## src/rtl/b_resp_arbiter.sv

```systemverilog
// b_resp_arbiter: round-robin merge of NUM_SRC B-response FIFOs into one
// registered AXI B channel. One response per cycle; BID/BRESP/grant_idx are
// frozen while BVALID is asserted and BREADY is low.
module b_resp_arbiter #(
  parameter int ID_WIDTH = 4,
  parameter int NUM_SRC  = 4
) (
  input  logic                        ACLK,
  input  logic                        ARESETn,
  input  logic [NUM_SRC-1:0]          src_empty,
  input  logic [NUM_SRC*ID_WIDTH-1:0] src_BID,
  input  logic [NUM_SRC*2-1:0]        src_BRESP,
  output logic [NUM_SRC-1:0]          src_pop,
  output logic [ID_WIDTH-1:0]         BID,
  output logic [1:0]                  BRESP,
  output logic                        BVALID,
  input  logic                        BREADY,
  output logic [$clog2(NUM_SRC)-1:0]  grant_idx
);

  localparam int GW = $clog2(NUM_SRC);
  // Source count at candidate width (one bit wider than an index so that
  // last_grant + offset never overflows before the modulo correction).
  localparam logic [GW:0] NSRC = (GW+1)'(NUM_SRC);

  typedef enum logic {IDLE = 1'b0, HOLD = 1'b1} state_t;

  state_t              r_state;
  logic                r_bvalid;
  logic [ID_WIDTH-1:0] r_bid;
  logic [1:0]          r_bresp;
  logic [GW-1:0]       r_grant_idx;
  logic [GW-1:0]       r_last_grant;

  logic [ID_WIDTH-1:0] w_bid_arr   [NUM_SRC];
  logic [1:0]          w_bresp_arr [NUM_SRC];
  logic [GW-1:0]       w_winner;
  logic [GW:0]         w_cand;
  logic                w_found;
  logic                w_free;
  logic                w_load;

  // Unpack the flattened FIFO fronts and build the one-hot pop. Pop is gated
  // by reset so nothing is consumed while the stage is being cleared.
  for (genvar gi = 0; gi < NUM_SRC; gi++) begin : g_src
    assign w_bid_arr[gi]   = src_BID[gi*ID_WIDTH +: ID_WIDTH];
    assign w_bresp_arr[gi] = src_BRESP[gi*2 +: 2];
    assign src_pop[gi]     = ARESETn & w_load & (w_winner == GW'(gi));
  end

  // Round-robin search: first non-empty source starting one past last_grant,
  // wrapping modulo NUM_SRC (works for non-power-of-two source counts).
  always_comb begin
    w_winner = '0;
    w_found  = 1'b0;
    w_cand   = '0;
    for (int k = 1; k <= NUM_SRC; k++) begin
      w_cand = {1'b0, r_last_grant} + (GW+1)'(k);
      if (w_cand >= NSRC) begin
        w_cand = w_cand - NSRC;
      end
      if (!w_found && !src_empty[w_cand[GW-1:0]]) begin
        w_found  = 1'b1;
        w_winner = w_cand[GW-1:0];
      end
    end
  end

  // Stage accepts a new response when empty or being drained this cycle.
  always_comb begin
    w_free = ~r_bvalid | BREADY;
    w_load = w_free & w_found;
  end

  // Output-stage FSM: IDLE holds nothing, HOLD presents a response until
  // accepted; a load on acceptance keeps HOLD for back-to-back traffic.
  always_ff @(posedge ACLK) begin
    if (!ARESETn) begin
      r_state      <= IDLE;
      r_bvalid     <= 1'b0;
      r_bid        <= '0;
      r_bresp      <= '0;
      r_grant_idx  <= '0;
      r_last_grant <= GW'(NUM_SRC - 1);
    end else begin
      case (r_state)
        IDLE: begin
          if (w_load) begin
            r_state      <= HOLD;
            r_bvalid     <= 1'b1;
            r_bid        <= w_bid_arr[w_winner];
            r_bresp      <= w_bresp_arr[w_winner];
            r_grant_idx  <= w_winner;
            r_last_grant <= w_winner;
          end
        end
        HOLD: begin
          if (BREADY) begin
            if (w_load) begin
              r_bvalid     <= 1'b1;
              r_bid        <= w_bid_arr[w_winner];
              r_bresp      <= w_bresp_arr[w_winner];
              r_grant_idx  <= w_winner;
              r_last_grant <= w_winner;
            end else begin
              r_state  <= IDLE;
              r_bvalid <= 1'b0;
            end
          end
        end
        default: begin
          r_state  <= IDLE;
          r_bvalid <= 1'b0;
        end
      endcase
    end
  end

  assign BVALID    = r_bvalid;
  assign BID       = r_bid;
  assign BRESP     = r_bresp;
  assign grant_idx = r_grant_idx;

endmodule

```

## config.mk

```make
export PLATFORM = sky130hd
export DESIGN_NAME = b_resp_arbiter
export DESIGN_NICKNAME = d
export VERILOG_FILES = /design/src/rtl/b_resp_arbiter.sv
export SDC_FILE = /design/constraint.sdc
export NUM_CORES = 1
export LEC_CHECK = 0
export ABC_AREA = 0
export CAP_MARGIN = 20
export CORE_MARGIN = 2
export CORE_UTILIZATION = 34
export DETAILED_ROUTE_END_ITERATION = 6
export GPL_TIMING_DRIVEN = 0
export PLACE_DENSITY_LB_ADDON = 0.1
export SLEW_MARGIN = 40
export SYNTH_ARGS = -nofsm -noshare
export SYNTH_HDL_FRONTEND = slang
export SYNTH_SLANG_ARGS = --single-unit
```

## constraint.sdc

```tcl
create_clock -name ACLK -period 1.5 [get_ports ACLK]
set_input_delay 0.3 -clock ACLK [delete_from_list [all_inputs] [get_ports ACLK]]
set_output_delay 0.3 -clock ACLK [all_outputs]
set_load 0.02 [all_outputs]
```

; After elaboration in Yosys (flattened, before gate mapping)
; Index checks and enable logic that the tools add are counted.
[word_totals]
mem_bits_ro = 0
regBits = 12
inputBits = 31
output_inout_bits = 13
ram_bits = 0
elab_cells = 92
latchBits = 0
mem_count = 0
[classes]
mul = 0
n_reduce_logical = 10
eq_ne = 5
add_sub_neg = 8
n_div = 0
magnitude_cmp = 9
n_shift = 0
muxes = 44
bitwise = 10
[op_table]
columns = op, count
row1 = two-way mux 2 bit, 16
row2 = two-way mux 4 bit, 4
row3 = "greater-or-equal comparator 3 bit, second input constant", 5
row4 = "< comparator 2 x 3 -> 1 bit, second input constant", 4
row5 = two-way mux 1 bit, 12
row6 = one-hot mux 2 bit (2 select lines), 3
row7 = binary-select mux 1 bit (select 2 bit), 4
row8 = binary-select mux 4 bit (select 2 bit), 1
row9 = one-hot mux 4 bit (2 select lines), 1
row10 = "subtractor 2 x 1 -> 2 bit, second input constant", 4
row11 = "adder 2 x 2 -> 3 bit, second input constant", 2
row12 = AND 1 bit, 6
row13 = zero test 1 bit, 5
row14 = binary-select mux 2 bit (select 2 bit), 1
row15 = "equality test 2 bit, second input constant", 2
row16 = "inequality test 2 bit, second input constant", 2
row17 = one-hot mux 1 bit (2 select lines), 2
row18 = "adder 2 x 1 -> 3 bit, second input constant", 1
row19 = "adder 2 x 3 -> 3 bit, second input constant", 1
row20 = logical AND 1 bit, 3
row21 = inverter 2 -> 3 bit, 1
row22 = "equality test 2 x 1 -> 1 bit, second input constant", 1
row23 = zero test 2 bit, 1
row24 = inverter 1 bit, 2
row25 = other kinds (2), 2

; Longest topological paths before layout
[logic_depth]
word_depth = 21
ltp_mapped = 7
ltp_nobuf = 5

; Worst setup path before layout
; Ideal clock, no wire load.
[synth_path]
path_kind = reg-to-output
startpoint = reg r_last_grant[1]
endpoint = out src_pop[1]
stages_incl_launch_ff = 7
path_slack_ps = -248
t_arrival_ps = 1448
path_buffers = 2
cell_sequence = dfxtp_1 -> buf_6 -> and2b_1 -> o22ai_1 -> a222oi_1 -> buf_4 -> nor3_1
[synth_via]
elab_chain_cells = 17
[synth_rtl]
columns = item, line_no
row1 = from (decl), 33  ; logic [GW-1:0] r_last_grant;
row2 = from (signal assigned), 84  ; r_last_grant <= GW'(NUM_SRC - 1);
row3 = from (signal assigned), 94  ; r_last_grant <= w_winner;
row4 = from (signal assigned), 104  ; r_last_grant <= w_winner;
row5 = adder 2 x 2 -> 3 bit, 58  ; w_cand = {1'b0, r_last_grant} + (GW+1)'(k);
row6 = greater-or-equal comparator 3 bit or subtractor 2 x 1 -> 2 bit (tied branches), "59, 60"
row7 = two-way mux 2 bit, 59  ; if (w_cand >= NSRC) begin
row8 = binary-select mux 1 bit (select 2 bit), 62  ; if (!w_found && !src_empty[w_cand[GW-1:0]]) begin
row9 = two-way mux 1 bit (not written as such), 62
row10 = zero test 1 bit, 62
row11 = logical AND 1 bit, 62
row12 = two-way mux 1 bit, 62
row13 = zero test 1 bit, 62
row14 = logical AND 1 bit, 62
row15 = two-way mux 1 bit, 62
row16 = zero test 1 bit, 62
row17 = logical AND 1 bit, 62
row18 = two-way mux 1 bit, 62
row19 = AND 1 bit, 72  ; w_load = w_free & w_found;
row20 = AND 1 bit, 48  ; assign src_pop[gi] = ARESETn & w_load & (w_winner == GW'(gi));
row21 = AND 1 bit (*), 48
row22 = to (decl), 13  ; output logic [NUM_SRC-1:0] src_pop,
; Mark *: on every way between the ends. The rest lies on a longest branch, timed or not. The select of a mux whose other input is x is not followed.

; Worst setup path in the final report
[layout_path]
startpoint = reg r_last_grant[1]
endpoint = out src_pop[0]
; Same word-level chain as after synthesis.

==> impl_metrics.json <==
{
  "outcome": "complete, but fails checks",
  "violations": "negative setup slack",
  "vdd_ir_drop_max_v": 0.000548,
  "fill_cells": 198,
  "antenna_violating_nets_post_route": 0,
  "cellLeakagePower_uw": 0.000635,
  "max_clock_freq_mhz": 520,
  "postLayoutCellArea_sq_um": 1490,
  "final_core_occ_pct": 67.2,
  "post_route_cells_drive_above_1_share_pct": 40.4,
  "rsz0062_at_grt": "true",
  "placement_stage_worst_setup_slack_ns": -1.28,
  "final_net_count": 184,
  "stdcell_count": 179,
  "slew_headroom_pct": 64.4,
  "critPathKind": "reg2out",
  "pin_count": 44,
  "gp_congestion": 0.699,
  "dieWidth_um": 52.2,
  "synth_sequential_area_ratio_pct": 30.4,
  "transition_time_at_the_pin_with_the_least_slew_margin_ns": 0.534,
  "cap_violations": 0,
  "cpPeakStageDelay_ns": 0.39,
  "cpMaxStageDelayCell": "sky130_fd_sc_hd__dfxtp_4",
  "initial_core_util_pct": 35.7,
  "synth_largest_area_cell": "sky130_fd_sc_hd__dfxtp_1",
  "placed_cell_area_sq_um": 1270,
  "mean_instance_size_in_the_synthesized_netlist_sq_um": 8.50,
  "placed_cells_incl_taps": 163,
  "final.min_clock_period_ns": 1.92,
  "report.final.setup_viol": 12,
  "cts_inserted_buffers": 3,
  "cp_data_required_time_ns": 1.20,
  "insertedDiodeCount": 0,
  "grt_start_max_net_pins": 11,
  "worstSetupEndpointType": "output pin",
  "hold_bufs_inserted_after_cts": 0,
  "placement_rows": 17,
  "detail_route.iter0.violations": 17,
  "yosys.area.top_type_share_pct": 30.4,
  "cp.buffers_inverters": 2,
  "vias": 957,
  "design.die.area_sq_um": 2730,
  "clkSinkCount": 12,
  "path_max_fanout": 7,
  "min_period_over_period_pct": 128,
  "total_power_uw": 1210,
  "netlist-cell-type-count": 32,
  "total_number_of_yosys_warnings": 0,
  "grt.overflow.total": 0,
  "fp.dieH_um": 52.2,
  "clock_tree_from_tritoncts": "done",
  "area_growth_pct": 88.0,
  "cp_cell_sequence": "and2b_1, o22ai_1, a222oi_1, buf_4, nor3b_4, buf_6",
  "hp-class": "reg2reg",
  "worst_skew_pair.late_latency_ns": 0.27,
  "post_synth_top_flop": "sky130_fd_sc_hd__dfxtp_1",
  "routed_wire_length_per_instance_um": 15.9,
  "worst_setup_hold_path_clk_slew_ns": 0.07,
  "worst_ep_arrival_time_ns": 1.62,
  "final_clock_skew_ns": 0.00134,
  "asyncSetResetFlopFracSynth_pct": 0,
  "synth_edf_count": 0,
  "mappedNetlistNets": 124,
  "synth-seq-cells": 12,
  "total_power_divided_by_cell_area_nw_per_um2": 815,
  "first_global_vias": 967,
  "setup.worst_path.start_class": "register",
  "clk_root_buffer_cell": "sky130_fd_sc_hd__clkbuf_4",
  "track_usage_pct": 21.9,
  "slew_viol_final": 0,
  "route.detailed.vias_per_inst": 5.35,
  "portBuffers": 42,
  "first_pass_grt_wire_length_um": 4310,
  "finalWirelength_um": 2850,
  "report.final.hold_viol_count": 0,
  "design.core.area_sq_um": 2210,
  "detailedRoute.firstPassIterationCount": 5,
  "critical_path.top_delay_family": "flip-flops",
  "place.detailed.hpwl_um": 1740,
  "cts-root-to-sink-buffers": 2,
  "ranking_of_synthesized_cells_by_area": "sky130_fd_sc_hd__dfxtp_1 (30%), sky130_fd_sc_hd__o22ai_2 (9.5%), sky130_fd_sc_hd__mux2i_1 (7.6%)",
  "post_synth_instance_area_sq_um": 791,
  "number_of_antenna_violations_at_the_first_check_in_global_routing": 0,
  "fin_ws_ns": -0.424,
  "route.detailed.drc": 0,
  "cts_htree_levels": 1,
  "syn_inst": 93
}
-- stage by stage --
step | hold WS [ns] | TNS, ns
3_3_place_gp | 0.458 | -10.42
4_1_cts | 0.474 | -2.90
6_report | 0.476 | -2.39
5_1_grt | 0.491 | -3.53
3_5_place_dp | 0.463 | -10.56
2_1_floorplan | 0.486 | -0.261
-- kinds of logic (layout without fill, tap and decap cells) --
group | Yosys count | count (layout) | share of synthesized area, %
simple gates | 30 | 30 | 20.6
buf+inv | 8 | 66 | 5.38
compound gates | 37 | 37 | 36.1
mux | 6 | 6 | 7.60
flops | 12 | 12 | 30.4
-- cell usage after synthesis, types with 2 or more instances --
master / count
sky130_fd_sc_hd__a21oi_1: 4
sky130_fd_sc_hd__a221oi_1: 6
sky130_fd_sc_hd__dfxtp_1: 12
sky130_fd_sc_hd__inv_1: 4
sky130_fd_sc_hd__mux2i_1: 6
sky130_fd_sc_hd__nand2_1: 5
sky130_fd_sc_hd__nand2b_1: 3
sky130_fd_sc_hd__nand3_1: 2
sky130_fd_sc_hd__nor2_1: 6
sky130_fd_sc_hd__nor2b_1: 2
sky130_fd_sc_hd__nor3_1: 2
sky130_fd_sc_hd__o21ai_0: 11
sky130_fd_sc_hd__o21ai_1: 2
sky130_fd_sc_hd__o22ai_2: 6
sky130_fd_sc_hd__or2_2: 5
-- area by class of cell --
| cell class | count | area, sq um | area share (%) |
|---|---|---|---|
| Buffer | 3 | 26.3 | 1.77 |
| Clock buffer | 3 | 22.5 | 1.52 |
| Inverter | 4 | 15.0 | 1.01 |
| Multi-Input combinational cell | 73 | 639 | 43.0 |
| Sequential cell | 12 | 245 | 16.5 |
| Tap cell | 28 | 35.0 | 2.36 |
| Timing Repair Buffer | 56 | 503 | 33.8 |
-- repair_timing --
item                                   in CTS  in global routing
pin swaps                                   8                  2
setup buffers                              12                  3
gates cloned                                0                  0
setup endpoints to repair                  24                 14
resized for setup                          49                 21
endpoints found under the hold margin       0                  0
-- cell usage in the layout, fill, tap and decap left out, types with 5 or more instances in the layout --
cell	instances
sky130_fd_sc_hd__dlygate4sd2_1	11
sky130_fd_sc_hd__o22ai_2	6
sky130_fd_sc_hd__nand2_1	5
sky130_fd_sc_hd__nor2_1	6
sky130_fd_sc_hd__buf_4	16
sky130_fd_sc_hd__o21ai_0	7
sky130_fd_sc_hd__or2_2	5
sky130_fd_sc_hd__a221oi_2	6
sky130_fd_sc_hd__dfxtp_1	10
sky130_fd_sc_hd__o21ai_1	5
sky130_fd_sc_hd__clkdlybuf4s50_1	25
-- final timing paths --
path	to	cells past startpoint	from	slack, ns
min	grant_idx[1]	2	grant_idx[1]	0.48
max	src_pop[0]	6	r_last_grant[1]	-0.42
max reg2reg	BID[1]	8	r_last_grant[1]	-0.20
min reg2reg	grant_idx[1]	2	grant_idx[1]	0.48
-- worst register-to-register path, delay by kind of cell (launching register included) --
| family | cells | cell delay, ns |
|---|---|---|
| AO/OA/AOI/OAI | 4 | 0.74 |
| buffers and inverters | 3 | 0.42 |
| flip-flops | 1 | 0.37 |
| AND/OR/NAND/NOR | 1 | 0.06 |
-- state kept, by name, indices dropped and copies added (netlist names) --
register      cells
r_last_grant      2
grant_idx         2
BRESP             2
BID               4
r_state           1
BVALID            1
-- report_power, final --
group	internal (uW)	total, uW	switching (uW)	leakage [uW]
clock	92.9	202	109	0.0000138
combinational	316	610	294	0.000521
sequential	366	400	33.8	0.000100
total	775	1210	437	0.000635
-- routing by layer --
layer | vias up | track usage (%) | routed length [um]
met2 | 37 | 39.0 | 1490
met5 | - | 0 | 0
met4 | 0 | 10.3 | 69
li1 | 470 | - | -
met3 | 8 | 4.57 | 140
met1 | 442 | 24.6 | 1150
Power figures use the tool's default switching activity.
